--- config.mk ---
export PLATFORM = sky130hd
export DESIGN_NAME = telemetry
export DESIGN_NICKNAME = d
export VERILOG_FILES = /design/src/rtl/telemetry.sv
export SDC_FILE = /design/constraint.sdc
export NUM_CORES = 1
export LEC_CHECK = 0
export CAP_MARGIN = 40
export CORE_MARGIN = 2
export CORE_UTILIZATION = 55
export CTS_CLUSTER_SIZE = 10
export DETAILED_ROUTE_END_ITERATION = 8
export GPL_TIMING_DRIVEN = 0
export PLACE_DENSITY = 0.78
export SLEW_MARGIN = 5
export SYNTH_ARGS = -nofsm -noshare
export SYNTH_HDL_FRONTEND = slang
export SYNTH_SLANG_ARGS = --single-unit
--- constraint.sdc ---
create_clock -name clk -period 3.6 [get_ports clk]
set_input_delay 0.72 -clock clk [delete_from_list [all_inputs] [get_ports clk]]
set_output_delay 0.72 -clock clk [all_outputs]
set_load 0.02 [all_outputs]
--- src/rtl/telemetry.sv ---
// Periodic telemetry transmitter: snapshots batt/curr/torque on a fixed period and sends a framed 8N1 packet.
// Define TELEM_CHKSUM_EN to append a 9th byte holding the modular sum of bytes 2..7.
module telemetry #(
  parameter int FAST_SIM = 0,
  parameter int BAUD_DIV = 2604
) (
  input  logic        clk,
  input  logic        rst_n,
  input  logic [11:0] batt,
  input  logic [11:0] avg_curr,
  input  logic [11:0] avg_torque,
  output logic        TX,
  output logic        tx_busy
);
  typedef enum logic [1:0] {IDLE, START, DATA, STOP} state_e;

`ifdef TELEM_CHKSUM_EN
  localparam logic [3:0] LAST_BYTE = 4'd8;
`else
  localparam logic [3:0] LAST_BYTE = 4'd7;
`endif
  localparam logic [11:0] BAUD_LAST = 12'(BAUD_DIV - 1);

  state_e      state_q, state_d;
  logic [19:0] pcnt_q;
  logic [11:0] baud_q, baud_d;
  logic [2:0]  bit_q, bit_d;
  logic [3:0]  byte_q, byte_d;
  logic [11:0] batt_q, curr_q, torq_q;
  logic        tx_q, tx_d, busy_q;
  logic        trig, cap;
  logic [7:0]  cur_byte;

  // Period keeps running through packets; overlapping triggers are simply ignored by the FSM.
  assign trig = (FAST_SIM != 0) ? (&pcnt_q[13:0]) : (&pcnt_q);

`ifdef TELEM_CHKSUM_EN
  logic [7:0] chksum;
  assign chksum = {4'h0, batt_q[11:8]} + batt_q[7:0] + {4'h0, curr_q[11:8]} + curr_q[7:0]
                + {4'h0, torq_q[11:8]} + torq_q[7:0];
`endif

  always_comb begin
    cur_byte = 8'h00;
    case (byte_q)
      4'd0: cur_byte = 8'hAA;
      4'd1: cur_byte = 8'h55;
      4'd2: cur_byte = {4'h0, batt_q[11:8]};
      4'd3: cur_byte = batt_q[7:0];
      4'd4: cur_byte = {4'h0, curr_q[11:8]};
      4'd5: cur_byte = curr_q[7:0];
      4'd6: cur_byte = {4'h0, torq_q[11:8]};
      4'd7: cur_byte = torq_q[7:0];
`ifdef TELEM_CHKSUM_EN
      4'd8: cur_byte = chksum;
`endif
      default: cur_byte = 8'h00;
    endcase
  end

  always_comb begin
    state_d = state_q;
    baud_d  = baud_q;
    bit_d   = bit_q;
    byte_d  = byte_q;
    cap     = 1'b0;
    tx_d    = 1'b1;
    case (state_q)
      IDLE: if (trig) begin
        state_d = START;
        baud_d  = '0;
        bit_d   = '0;
        byte_d  = '0;
        cap     = 1'b1;
      end
      START: if (baud_q == BAUD_LAST) begin
        state_d = DATA;
        baud_d  = '0;
        bit_d   = '0;
      end else baud_d = baud_q + 12'd1;
      DATA: if (baud_q == BAUD_LAST) begin
        baud_d = '0;
        if (bit_q == 3'd7) state_d = STOP;
        else bit_d = bit_q + 3'd1;
      end else baud_d = baud_q + 12'd1;
      STOP: if (baud_q == BAUD_LAST) begin
        baud_d = '0;
        if (byte_q == LAST_BYTE) state_d = IDLE;
        else begin
          state_d = START;
          byte_d  = byte_q + 4'd1;
        end
      end else baud_d = baud_q + 12'd1;
      default: state_d = IDLE;
    endcase
    // TX is registered from the next state so the line moves on the same edge as the FSM.
    case (state_d)
      START:   tx_d = 1'b0;
      DATA:    tx_d = cur_byte[bit_d];
      default: tx_d = 1'b1;
    endcase
  end

  always_ff @(posedge clk or negedge rst_n) begin
    if (!rst_n) begin
      state_q <= IDLE;
      pcnt_q  <= '0;
      baud_q  <= '0;
      bit_q   <= '0;
      byte_q  <= '0;
      batt_q  <= '0;
      curr_q  <= '0;
      torq_q  <= '0;
      tx_q    <= 1'b1;
      busy_q  <= 1'b0;
    end else begin
      state_q <= state_d;
      pcnt_q  <= pcnt_q + 20'd1;
      baud_q  <= baud_d;
      bit_q   <= bit_d;
      byte_q  <= byte_d;
      tx_q    <= tx_d;
      busy_q  <= (state_d != IDLE);
      if (cap) begin
        batt_q <= batt;
        curr_q <= avg_curr;
        torq_q <= avg_torque;
      end
    end
  end

  assign TX      = tx_q;
  assign tx_busy = busy_q;
endmodule

==> reports/metrics.yaml <==
skew_ns: 0.0103
worstSetupPathType: "register to register"
p_leak_uw: 0.00209
dp_cells: 532
viasPerCell: 5.67
synth.most_common_cell: "nand2_1"
routed_wl_mm: 8.01
grt_pass1_wl_mm: 13.8
yosysWarnings: 0
die_x_um: 87.5
cp_cell_sequence: "ha_1, nand3_1, nor4_2, nand4_2, a21oi_1, a211oi_1, a2111oi_1, o41a_1"
place_area_mm2: 0.00435
dieHeight_um: 87.5
reg2reg_slack_ns: 0.49
syn_inst: 412
vias: 3107
ios: 40
synth_area_leader_cell: "dfrtp_1"
status: "complete, no violations"
cts_buffer_depth: 2
finalHoldViolations: 0
synthFlopType: "dfrtp_1"
grt_max_degree: 52
yosys-top-cells-count: "131 x nand2_1, 78 x dfrtp_1, 20 x o21ai_0, 16 x nor2_1, 13 x clkbuf_1"
synth_area_leaders: "dfrtp_1 51%, nand2_1 13%, xnor2_1 2.7%, xor2_1 2.7%, o21ai_0 2.6%"
arrival_ns: 3.40
globalRouteTotalUtil: 0.229
antenna_cells: 0
critPathCaptureType: "register"
worst_pin_slew_ns: 0.914
grt_pass1_vias: 3075
finalMaxSlewViolations: 0
drt-initial-drc-count: 165
postLayoutCellArea_mm2: 0.00459
first_pass_iters: 5
yosysSeqAreaShare: 0.515
nets: 508
synth-seq-cells: 79
synth_top_area_frac: 0.508
cts-root-buf: "clkbuf_8"
total_power_uw: 1700
ir_drop_mv: 0.250
numCtsBuffers: 9
utilization: 0.679
critPathLaunch: "pcnt_q[0]"
reg2reg_from: "pcnt_q[0]"
hold_path_class: "input pin to asynchronous set/reset pin"
synth_area_per_cell_um2: 9.32
path_buf_inv: 0
relSlewSlack: 0.386
cts.repair.resized: 0
path_clk_slew_ns: 0.08
async_flop_share: 1.00
syn_nets: 457
synth_cell_types: 58
tns_ns: 0
period_share: 0.864
dpl.hpwl_mm: 5.72
drive_gt1_frac: 0.0769
overflow: 0
h-tree-depth: 3
antenna_found_initial: 0
hold_buffers: 0
area_growth_pct: 19.5
cp.required_ns: 3.89
synth_edf_count: 0
rsz0062_at_grt: "false"
setup_violations: 0
io_buffers: 39
slowest_delay_ns: 0.72
core_area_mm2: 0.00676
post-route-min-period_ns: 3.11
drc_errors: 0
postRouteAntennaNets: 0
worstPathMaxFanout: 9
post_drt_wl_per_cell_um: 14.6
die_area_mm2: 0.00766
p_per_area_mw_per_mm2: 370
crit_cells: 8
cp_top_family: "simple AND/OR/NAND/NOR gates"
initial_utilization: 0.568
insertion_delay_ns: 0.35
cts_tree: "built"
crit_slowest_cell: "nor4_2"
rr_endpoint: "TX"
r2r_cells: 8
critPathLaunchType: "register"
max-cap-violations: 0
cts_setup_buffers: 0
rows: 30
max_freq_mhz: 321
endpoint: "TX"
synthesis.area_mm2: 0.00384
clkSinkCount: 79
stdcell_count: 548
finalWeightedCongestion: 0.900
-- worst register-to-register path, delay by kind of cell, from the launching register on --
kind | cells | cell delay, ns
flip-flops | 1 | 0.39
adder cells (fa/ha/maj) | 1 | 0.19
AO/OA/AOI/OAI | 4 | 1.12
AND/OR/NAND/NOR | 3 | 1.36
-- flip-flops by register name (all words and copies together) (netlist names) --
| register | flops |
|---|---|
| batt_q | 12 |
| bit_q | 3 |
| baud_q | 12 |
| byte_q | 4 |
| TX | 1 |
| torq_q | 12 |
| pcnt_q | 20 |
| curr_q | 12 |
| state_q | 2 |
| tx_busy | 1 |
-- metrics by stage --
step	worst slack (ns)	hold slack, ns
global route	0.0243	0.308
finish	0.488	0.285
floorplan	1.05	0.424
CTS	0.444	0.301
global placement	-0.902	0.452
detailed placement	0.475	0.463
-- where the power goes --
| group | internal (µW) | switching, µW |
|---|---|---|
| Sequential | 887 | 0 |
| Combinational | 37.9 | 22.3 |
| Clock | 427 | 324 |
| Total | 1350 | 347 |
-- kinds of logic after synthesis --
kind of cell	share of synthesized area
AND/OR/NAND/NOR	0.243
flip-flops	0.515
multiplexers	0.0137
adder cells (fa/ha/maj)	0.0228
AO/OA/AOI/OAI	0.113
buffers and inverters	0.0368
XOR/XNOR	0.0548
-- how the worst min path moves through the flow --
stage               slack, ns  startpoint          to  cells past startpoint
global route             0.31       rst_n   pcnt_q[6]                      1
floorplan                0.42       rst_n   batt_q[0]                      0
finish                   0.28       rst_n   pcnt_q[6]                      1
CTS                      0.30       rst_n   pcnt_q[6]                      1
detailed placement       0.46  pcnt_q[19]  pcnt_q[19]                      1
global placement         0.45  pcnt_q[12]  pcnt_q[12]                      1
-- cell type report --
type / instances / area, µm²
tap: 80 / 100
sequential: 79 / 1980
multi-input combinational: 302 / 1720
fill: 541 / 2170
timing repair buffer: 40 / 415
buffer: 19 / 96.3
inverter: 12 / 45.0
clock buffer: 11 / 151
clock inverter: 5 / 80.1
-- layout by cell type, fill, tap and decap left out, types with 2 or more instances in the layout --
cell             instances
nand2_1                131
dfrtp_1                 78
clkdlybuf4s50_1         38
o21ai_0                 20
nor2_1                  16
clkbuf_1                13
inv_1                   12
xnor2_1                 12
xor2_1                  12
clkbuf_8                11
nand3_1                 10
and3_1                   9
a21oi_1                  9
ha_1                     7
nor3_1                   6
a22oi_1                  5
nand4_1                  5
a211oi_1                 4
nor4_1                   3
and4_1                   3
a31oi_1                  3
mux2i_1                  3
a22o_1                   3
nand4b_1                 2
nor4b_1                  2
buf_6                    2
and2_1                   2
or3_2                    2
a222oi_1                 2
nand2b_1                 2
mux2_2                   2
and3_2                   2
o2bb2ai_1                2
o31ai_1                  2
clkinvlp_4               2
bufinv_16                2
-- routing by layer --
metal,vias to the layer above,GRT usage,share of wire
met5,-,0,0
met4,0,0.0965,0.032
met3,25,0.0537,0.039
met2,81,0.367,0.49
met1,1490,0.300,0.44
li1,1511,-,-
No activity file was read; power rests on OpenSTA's default activity.
